File: config.mk
export PLATFORM = sky130hd
export DESIGN_NAME = mem_arbiter_flat
export DESIGN_NICKNAME = d
export VERILOG_FILES = /design/src/rtl/mem_arbiter_if.sv /design/src/rtl/mem_arbiter.sv /design/src/flat_wrapper.sv
export SDC_FILE = /design/constraint.sdc
export NUM_CORES = 1
export LEC_CHECK = 0
export CAP_MARGIN = 20
export CORE_MARGIN = 2
export CORE_UTILIZATION = 32
export CTS_CLUSTER_SIZE = 10
export DETAILED_ROUTE_END_ITERATION = 12
export PLACE_DENSITY_LB_ADDON = 0.15
export SETUP_SLACK_MARGIN = 0.15
export SYNTH_ARGS = -nofsm -noshare
export SYNTH_HDL_FRONTEND = slang
export SYNTH_SLANG_ARGS = --single-unit
File: constraint.sdc
create_clock -name clk -period 2.76 [get_ports clk]
set_clock_uncertainty 0.15 [all_clocks]
set_input_delay 0.414 -clock clk [delete_from_list [all_inputs] [get_ports clk]]
set_output_delay 0.414 -clock clk [all_outputs]
set_load 0.1 [all_outputs]
File: src/rtl/mem_arbiter_if.sv
// Fetch / load-store / shared-memory bundle of the memory arbiter.
// The master side is the environment (requesters plus memory); the slave is the arbiter.
interface mem_arbiter_if;
    logic        i_pc_rd;
    logic [15:0] i_pc_addr;
    logic        o_pc_waitreq;
    logic        o_pc_rdvalid;
    logic [15:0] o_pc_rddata;

    logic        i_ldst_rd;
    logic        i_ldst_wr;
    logic [15:0] i_ldst_addr;
    logic [15:0] i_ldst_wrdata;
    logic        o_ldst_waitreq;
    logic        o_ldst_rdvalid;
    logic [15:0] o_ldst_rddata;

    logic [15:0] o_mem_addr;
    logic [15:0] o_mem_wrdata;
    logic        o_mem_rd;
    logic        o_mem_wr;
    logic [15:0] i_mem_rddata;

    modport master (
        output i_pc_rd, i_pc_addr,
        output i_ldst_rd, i_ldst_wr,
        output i_ldst_addr, i_ldst_wrdata,
        output i_mem_rddata,
        input  o_pc_waitreq, o_pc_rdvalid,
        input  o_pc_rddata,
        input  o_ldst_waitreq, o_ldst_rdvalid,
        input  o_ldst_rddata,
        input  o_mem_addr, o_mem_wrdata,
        input  o_mem_rd, o_mem_wr
    );

    modport slave (
        input  i_pc_rd, i_pc_addr,
        input  i_ldst_rd, i_ldst_wr,
        input  i_ldst_addr, i_ldst_wrdata,
        input  i_mem_rddata,
        output o_pc_waitreq, o_pc_rdvalid,
        output o_pc_rddata,
        output o_ldst_waitreq, o_ldst_rdvalid,
        output o_ldst_rddata,
        output o_mem_addr, o_mem_wrdata,
        output o_mem_rd, o_mem_wr
    );
endinterface

File: src/rtl/mem_arbiter.sv
// Two-port arbiter sharing one single-cycle memory between fetch and load/store.
// Load/store has priority unless fetch has been starved for STARVE_LIM cycles.
module mem_arbiter #(
    parameter int STARVE_LIM = 3
) (
    input  logic         clk,
    input  logic         reset,
    mem_arbiter_if.slave bus,
    output logic [15:0]  o_conflict_cnt
);
    typedef enum logic [1:0] {
        TAG_NONE,
        TAG_PC,
        TAG_LD
    } tag_e;

    localparam logic [3:0] LIM = 4'(STARVE_LIM);

    tag_e        r_tag;
    logic [3:0]  r_starve;
    logic [15:0] r_conflict;

    logic w_fetch;
    logic w_ldst;
    logic w_ld_wr;
    logic w_ld_rd;
    logic w_starved;
    logic w_gnt_pc;
    logic w_gnt_ld;

    // Simultaneous rd and wr is treated as a store.
    assign w_fetch   = bus.i_pc_rd;
    assign w_ld_wr   = bus.i_ldst_wr;
    assign w_ld_rd   = bus.i_ldst_rd & ~bus.i_ldst_wr;
    assign w_ldst    = w_ld_rd | w_ld_wr;
    assign w_starved = (r_starve >= LIM);

    assign w_gnt_pc = w_fetch & (~w_ldst | w_starved);
    assign w_gnt_ld = w_ldst & ~w_gnt_pc;

    assign bus.o_pc_waitreq   = w_fetch & ~w_gnt_pc;
    assign bus.o_ldst_waitreq = w_ldst & ~w_gnt_ld;

    assign bus.o_pc_rdvalid   = (r_tag == TAG_PC);
    assign bus.o_ldst_rdvalid = (r_tag == TAG_LD);
    assign bus.o_pc_rddata    = bus.i_mem_rddata;
    assign bus.o_ldst_rddata  = bus.i_mem_rddata;
    assign o_conflict_cnt     = r_conflict;

    always_comb begin
        bus.o_mem_addr   = '0;
        bus.o_mem_wrdata = '0;
        bus.o_mem_rd     = 1'b0;
        bus.o_mem_wr     = 1'b0;
        unique case (1'b1)
            w_gnt_pc: begin
                bus.o_mem_addr = bus.i_pc_addr;
                bus.o_mem_rd   = 1'b1;
            end
            w_gnt_ld: begin
                bus.o_mem_addr   = bus.i_ldst_addr;
                bus.o_mem_wrdata = bus.i_ldst_wrdata;
                bus.o_mem_rd     = w_ld_rd;
                bus.o_mem_wr     = w_ld_wr;
            end
            default: ;
        endcase
    end

    always_ff @(posedge clk or negedge reset) begin
        if (!reset) begin
            r_tag      <= TAG_NONE;
            r_starve   <= 4'd0;
            r_conflict <= 16'd0;
        end else begin
            if (w_fetch & ~w_gnt_pc) begin
                if (r_starve != 4'hF)
                    r_starve <= r_starve + 4'd1;
            end else begin
                r_starve <= 4'd0;
            end

            if (w_fetch & w_ldst & (r_conflict != 16'hFFFF))
                r_conflict <= r_conflict + 16'd1;

            // Tag the granted read so its data is flagged next cycle.
            unique case (1'b1)
                w_gnt_pc:           r_tag <= TAG_PC;
                (w_gnt_ld & w_ld_rd): r_tag <= TAG_LD;
                default:            r_tag <= TAG_NONE;
            endcase
        end
    end
endmodule

File: src/flat_wrapper.sv
// flat-port wrapper written by rule: the top's interface ports become plain ports
module mem_arbiter_flat 
#(
    parameter int STARVE_LIM = 3
)
  (clk, reset, o_conflict_cnt, bus_i_pc_rd, bus_i_pc_addr, bus_i_ldst_rd, bus_i_ldst_wr, bus_i_ldst_addr, bus_i_ldst_wrdata, bus_i_mem_rddata, bus_o_pc_waitreq, bus_o_pc_rdvalid, bus_o_pc_rddata, bus_o_ldst_waitreq, bus_o_ldst_rdvalid, bus_o_ldst_rddata, bus_o_mem_addr, bus_o_mem_wrdata, bus_o_mem_rd, bus_o_mem_wr);
  mem_arbiter_if bus_i ();
  input  logic clk;
  input  logic reset;
  output logic [15:0] o_conflict_cnt;
  input wire logic [$bits(bus_i.i_pc_rd)-1:0] bus_i_pc_rd;
  input wire logic [$bits(bus_i.i_pc_addr)-1:0] bus_i_pc_addr;
  input wire logic [$bits(bus_i.i_ldst_rd)-1:0] bus_i_ldst_rd;
  input wire logic [$bits(bus_i.i_ldst_wr)-1:0] bus_i_ldst_wr;
  input wire logic [$bits(bus_i.i_ldst_addr)-1:0] bus_i_ldst_addr;
  input wire logic [$bits(bus_i.i_ldst_wrdata)-1:0] bus_i_ldst_wrdata;
  input wire logic [$bits(bus_i.i_mem_rddata)-1:0] bus_i_mem_rddata;
  output wire logic [$bits(bus_i.o_pc_waitreq)-1:0] bus_o_pc_waitreq;
  output wire logic [$bits(bus_i.o_pc_rdvalid)-1:0] bus_o_pc_rdvalid;
  output wire logic [$bits(bus_i.o_pc_rddata)-1:0] bus_o_pc_rddata;
  output wire logic [$bits(bus_i.o_ldst_waitreq)-1:0] bus_o_ldst_waitreq;
  output wire logic [$bits(bus_i.o_ldst_rdvalid)-1:0] bus_o_ldst_rdvalid;
  output wire logic [$bits(bus_i.o_ldst_rddata)-1:0] bus_o_ldst_rddata;
  output wire logic [$bits(bus_i.o_mem_addr)-1:0] bus_o_mem_addr;
  output wire logic [$bits(bus_i.o_mem_wrdata)-1:0] bus_o_mem_wrdata;
  output wire logic [$bits(bus_i.o_mem_rd)-1:0] bus_o_mem_rd;
  output wire logic [$bits(bus_i.o_mem_wr)-1:0] bus_o_mem_wr;
  assign bus_i.i_pc_rd = bus_i_pc_rd;
  assign bus_i.i_pc_addr = bus_i_pc_addr;
  assign bus_i.i_ldst_rd = bus_i_ldst_rd;
  assign bus_i.i_ldst_wr = bus_i_ldst_wr;
  assign bus_i.i_ldst_addr = bus_i_ldst_addr;
  assign bus_i.i_ldst_wrdata = bus_i_ldst_wrdata;
  assign bus_i.i_mem_rddata = bus_i_mem_rddata;
  assign bus_o_pc_waitreq = bus_i.o_pc_waitreq;
  assign bus_o_pc_rdvalid = bus_i.o_pc_rdvalid;
  assign bus_o_pc_rddata = bus_i.o_pc_rddata;
  assign bus_o_ldst_waitreq = bus_i.o_ldst_waitreq;
  assign bus_o_ldst_rdvalid = bus_i.o_ldst_rdvalid;
  assign bus_o_ldst_rddata = bus_i.o_ldst_rddata;
  assign bus_o_mem_addr = bus_i.o_mem_addr;
  assign bus_o_mem_wrdata = bus_i.o_mem_wrdata;
  assign bus_o_mem_rd = bus_i.o_mem_rd;
  assign bus_o_mem_wr = bus_i.o_mem_wr;
  mem_arbiter #(.STARVE_LIM(STARVE_LIM)) u_core (.clk(clk), .reset(reset), .bus(bus_i), .o_conflict_cnt(o_conflict_cnt));
endmodule
==> flow_summary.ini, run 1 <==
[detailed_routing]
ant_nets = 0
wl_met3_um = 497
vias = 1444
routed_wl_um = 4700
post_drt_wl_per_cell_um = 14.8
vias_per_cell = 4.54
dr.max_layer_used = met4
first_pass_iters = 4
wl_met1_um = 1630
drt_iter0_drc = 33
drc = 0
routed-wl-met2_um = 2520

[cts]
cts.htree.levels = 1
path_clk_slew_ps = 70
cts_tree = done
cts_made_buffers = 3
insertion_delay_ps = 260
clockBufferDepth = 2
hold_buffers = 0
cts_root_buf = clkbuf_8
cts_sinks = 22

[synthesis]
syn_avg_cell_area_um2 = 9.57
netlist_area_um2 = 1570
synth-seq-cells = 22
synth_compound_area_share_pct = 12.0
synth_top_family_by_area = simple AND/OR/NAND/NOR gates
yosys.cell_types.count = 31
synth_top_area_share_pct = 35.1
synth_fa_ha_area_share_pct = 1.59
synth_mux_area_share_pct = 0.717
syn_inst = 164
ys_seq_area_share_pct = 35.1
synth_xor_area_share_pct = 8.37
yosysWarnings = 0
synth_top_area_cell = dfrtp_1
ys_top_cells_by_area = dfrtp_1 35%, buf_4 16%, a22o_1 8.9%
synth-simple-area-share_pct = 23.7

[setup_path]
r2r_cells = 4
critPathLaunchType = register
cp.arrival_ps = 2050
critPathRequiredTime_ps = 2200
cp_max_fo = 8
worst-setup-path-type = reg2out
endpoint_kind = primary output

[floorplan]
die_h_um = 74.1
io_pins = 155
die_area_um2 = 5480
start_util_pct = 33.2
coreArea_um2 = 4720
num_rows = 25
die_width_um = 74.1

[placed_design]
pre_cts_slack_ps = -16.0
place_congestion = 0.766
hpwl_um = 3770
numPortBuffers = 106

[power]
p_clk_share_pct = 10.9
p_leak_nw = 1.42
p_sw_share_pct = 53.0
combPwrFrac_pct = 65.4
internal-power_mw = 0.871
power_density_nw_per_um2 = 608
ir_drop_mv = 0.427
seqPwrFrac_pct = 23.7
p_sw_mw = 0.982

[final_layout]
fin_nets = 323
layout_commonest_cell = clkdlybuf4s50_1
syn_to_final_growth_pct = 93.9
antennaDiodeCount = 0
fill_cells = 397
mostFrequentLayoutCells = 52 x clkdlybuf4s50_1, 38 x buf_12, 26 x buf_4
final_util_pct = 64.5
drive_gt1_share_pct = 45.8

[global_routing]
grt_max_degree = 23
antenna_found_initial = 0
gr-usage-all-layers_pct = 17.5
grt_overflow = 0
grt_pass1_wl_um = 7310
grt_pass1_vias = 1520

[timing]
final.min_clock_period_ps = 2620
hold_violations = 0
setup_viol = 0
finalCritPeriodShare_pct = 94.8
fin_ws_ps = 144
max-slew-margin-rel_pct = 51.8
rsz0062_at_grt = yes
slew_violations = 0
fmax_mhz = 382
tightestPinTransition_ps = 721

[run]
maxCapViolCount = 0

[min_path]
hold_class = in2async

[run_status]
outcome = completed
[registers in the layout (all words and copies together), names as in the netlist]
signal                 count
u_core.r_tag               2
u_core.o_conflict_cnt     16
u_core.r_starve            4
[power groups by stage]
stage                     logic, mW  registers [mW]  clock network, mW
after floorplan               0.688           0.760                  0
after global routing           1.25           0.450              0.221
after detailed placement       1.18           0.444                  0
after global placement         1.17           0.443                  0
final                          1.21           0.439              0.202
after CTS                      1.21           0.440              0.206
[routing by layer]
metal | GRT usage [%] | up-vias
met5 | 0 | -
met4 | 5.25 | 0
met3 | 6.37 | 7
met2 | 32.4 | 84
met1 | 18.5 | 656
li1 | - | 697
[metrics by stage]
step / setup TNS [ps] / std cells / hold WS (ps) / cell area (µm²) / power (mW)
6_report: 0 / 318 / 339 / 3050 / 1.85
3_5_place_dp: -16.0 / 305 / 289 / 2830 / 1.62
2_1_floorplan: 0 / 165 / -31.6 / 1620 / 1.45
5_1_grt: 0 / 318 / 367 / 3050 / 1.92
3_3_place_gp: 0 / 305 / 277 / 2830 / 1.62
4_1_cts: 0 / 316 / 350 / 2990 / 1.85
[worst paths after layout]
kind                                           start                        end  slack (ps)
hold reg to reg            u_core.o_conflict_cnt[15]  u_core.o_conflict_cnt[15]         340
setup / recovery                  u_core.r_starve[0]               bus_o_mem_rd         140
max in group asynchronous                      reset   u_core.o_conflict_cnt[0]        1890
hold / removal                                 reset   u_core.o_conflict_cnt[4]         340
setup reg to reg            u_core.o_conflict_cnt[0]   u_core.o_conflict_cnt[1]         600
min in group clk           u_core.o_conflict_cnt[15]  u_core.o_conflict_cnt[15]         340
[area by class of cell]
| class | count | area, µm² | area share [%] |
|---|---|---|---|
| Sequential cell | 22 | 552 | 18.1 |
| Multi-Input combinational cell | 105 | 851 | 27.9 |
| Clock buffer | 4 | 45.0 | 1.48 |
| Inverter | 1 | 3.75 | 0.123 |
| Tap cell | 67 | 83.8 | 2.75 |
| Timing Repair Buffer | 119 | 1510 | 49.6 |
[synthesized netlist by cell type]
library cell	count
nor3_1	5
o41ai_4	1
inv_1	1
and3_1	3
o21ai_0	1
nor3b_2	1
conb_1	1
mux2_1	1
a22o_1	16
nand3_1	3
xor2_1	14
nor4_1	1
nor2_4	1
buf_2	3
xnor2_1	1
nor2_1	10
and4_1	1
o21a_1	2
nand2_1	9
nor3b_1	1
nand4_1	3
nor2b_1	3
ha_1	2
and2_1	19
or3_4	1
dfrtp_1	22
nor4b_1	1
buf_6	2
or2_1	1
buf_4	33
nand4_2	1
[worst max-delay path: stages (launching register included)]
cell and delay, ps:
dfrtp_1 390, ha_2 170, or3_4 340, o21a_4 240
buf_6 150, nor3b_4 170, or2_4 150, buf_12 160
[logic make-up (layout without fill, tap and decap cells)]
logic type                 after synthesis  after routing
and+or+nand+nor                         64             65
AOI/OAI and AO/OA                       20             20
xor gates and xnor gates                15             15
muxes                                    1              1
DFF                                     22             22
adders and majority gates                2              2
other                                    1              2
buffers and inverters                   39            124
[repair_timing]
action | in CTS | in global routing
endpoints found under the setup margin | 33 | 33
setup buffers | 6 | 2
pin swaps | 7 | 9
cloned | 1 | 0
gates resized for setup | 13 | 7
No activity file was read; power rests on OpenSTA's default activity.
==> run 2: changes to the inputs <==
--- a/config.mk
+++ b/config.mk
@@ -11,6 +11,7 @@
 export CTS_CLUSTER_SIZE = 10
 export DETAILED_ROUTE_END_ITERATION = 12
 export PLACE_DENSITY_LB_ADDON = 0.15
+export RECOVER_POWER = 25
 export SETUP_SLACK_MARGIN = 0.15
 export SYNTH_ARGS = -nofsm -noshare
 export SYNTH_HDL_FRONTEND = slang
==> flow_summary.ini, run 2 (same netlist as run 1, synthesis figures left out) <==
[cts]
cts_sinks = 22
hold_buffers = 0
insertion_delay_ps = 260
path_clk_slew_ps = 70
cts_root_buf = clkbuf_8
cts_made_buffers = 3
cts.htree.levels = 1
cts_tree = done
clockBufferDepth = 2

[timing]
timing.hold.ws_ps = 344
setup_viol = 0
fmax_mhz = 382
final.min_clock_period_ps = 2620
tightestPinTransition_ps = 1110
finalCritPeriodShare_pct = 94.8
fin_tns_setup_ps = 0
fin_ws_ps = 144
max-slew-margin-rel_pct = 26.1
hold_violations = 0
slew_violations = 0
rsz0062_at_grt = yes

[final_layout]
fin_nets = 323
final_util_pct = 64.4
layout_commonest_cell = clkdlybuf4s50_1
antennaDiodeCount = 0
largest_reg_flops = 16
mostFrequentLayoutCells = 51 x clkdlybuf4s50_1, 38 x buf_12, 25 x buf_4
fin_cells = 318
fin_area_um2 = 3040
drive_gt1_share_pct = 45.4
syn_to_final_growth_pct = 93.7

[run]
maxCapViolCount = 0

[setup_path]
path_buf_inv = 2
crit_chain = ha_2 -> or3_4 -> o21a_4 -> buf_6 -> nor3b_4 -> or2_4 -> buf_12
crit_family = simple AND/OR/NAND/NOR gates
cp.arrival_ps = 2050
critPathRequiredTime_ps = 2200
cp_max_fo = 8
endpoint_kind = primary output
worst-setup-path-type = reg2out
critPathLaunchType = register
slowest_stage = dfrtp_1
slowest_delay_ps = 390

[global_routing]
grt_pass1_vias = 1520
grt_pass1_wl_um = 7310
gr-usage-all-layers_pct = 17.5
grt_max_degree = 23
grt_overflow = 0
antenna_found_initial = 0

[placed_design]
pre_cts_slack_ps = -16.0
hpwl_um = 3770
postPlaceCellArea_um2 = 2830
post-place-cells = 305
numPortBuffers = 106
place_congestion = 0.766

[power]
p_leak_nw = 1.41
ir_drop_mv = 0.427
fin_total_pwr_mw = 1.85
power_density_nw_per_um2 = 609

[floorplan]
num_rows = 25
io_pins = 155
die_width_um = 74.1
coreArea_um2 = 4720
start_util_pct = 33.2
die_area_um2 = 5480
die_h_um = 74.1

[detailed_routing]
post_drt_wl_per_cell_um = 14.8
drc = 0
vias_per_cell = 4.54
first_pass_iters = 4
routed_wl_um = 4700
drt_iter0_drc = 33
vias = 1444
ant_nets = 0

[run_status]
outcome = completed

[min_path]
hold_class = reg2reg
run 2: changes by cell type in the layout (fill, tap and decap cells not counted):
cell | previous run | this run
buf_4 | 26 | 25
clkdlybuf4s50_1 | 52 | 51
clkbuf_1 | 1 | 2
dlygate4sd3_1 | 0 | 1
run 2: where the power goes:
group	switching (mW)	total, mW	internal [mW]
Combinational	0.818	1.21	0.394
Sequential	0.0653	0.439	0.373
Clock	0.0988	0.202	0.103
run 2: worst register-to-register path: stages (launching register included):
cell and delay (ps):
dfrtp_2 400, ha_1 210, nand4_1 170, o41ai_4 740, mux2_1 380
run 2: cell type report:
class,count,area [µm²]
Timing Repair Buffer,119,1510
Tap cell,67,83.8
Multi-Input combinational cell,105,851
Clock buffer,4,45.0
Inverter,1,3.75
Fill cell,397,1680
Sequential cell,22,552
run 2: path summary, 6_finish.rpt:
check	endpoint	startpoint	cells past startpoint	slack, ps
worst max-delay path	bus_o_mem_rd	u_core.r_starve[0]	7	140
worst min-delay path	u_core.o_conflict_cnt[15]	u_core.o_conflict_cnt[15]	1	340
worst max register to register	u_core.o_conflict_cnt[1]	u_core.o_conflict_cnt[0]	4	600
worst min register to register	u_core.o_conflict_cnt[15]	u_core.o_conflict_cnt[15]	1	340
max in group asynchronous	u_core.o_conflict_cnt[0]	reset	2	1000
min in group asynchronous	u_core.o_conflict_cnt[4]	reset	2	730
run 2: layer usage:
metal	vias to the layer above	track usage (%)	share of wire, %	wire length [µm]
met1	656	18.5	35	1630
li1	697	-	-	-
met5	-	0	0	0
met2	84	32.4	54	2520
met4	0	5.25	1.2	57
met3	7	6.37	11	497
run 2: repair_timing:
item | in CTS | in global routing
setup endpoints to repair | 33 | 33
gates cloned | 1 | 0
setup buffers | 6 | 2
pin swaps | 7 | 9
resized for setup | 13 | 7
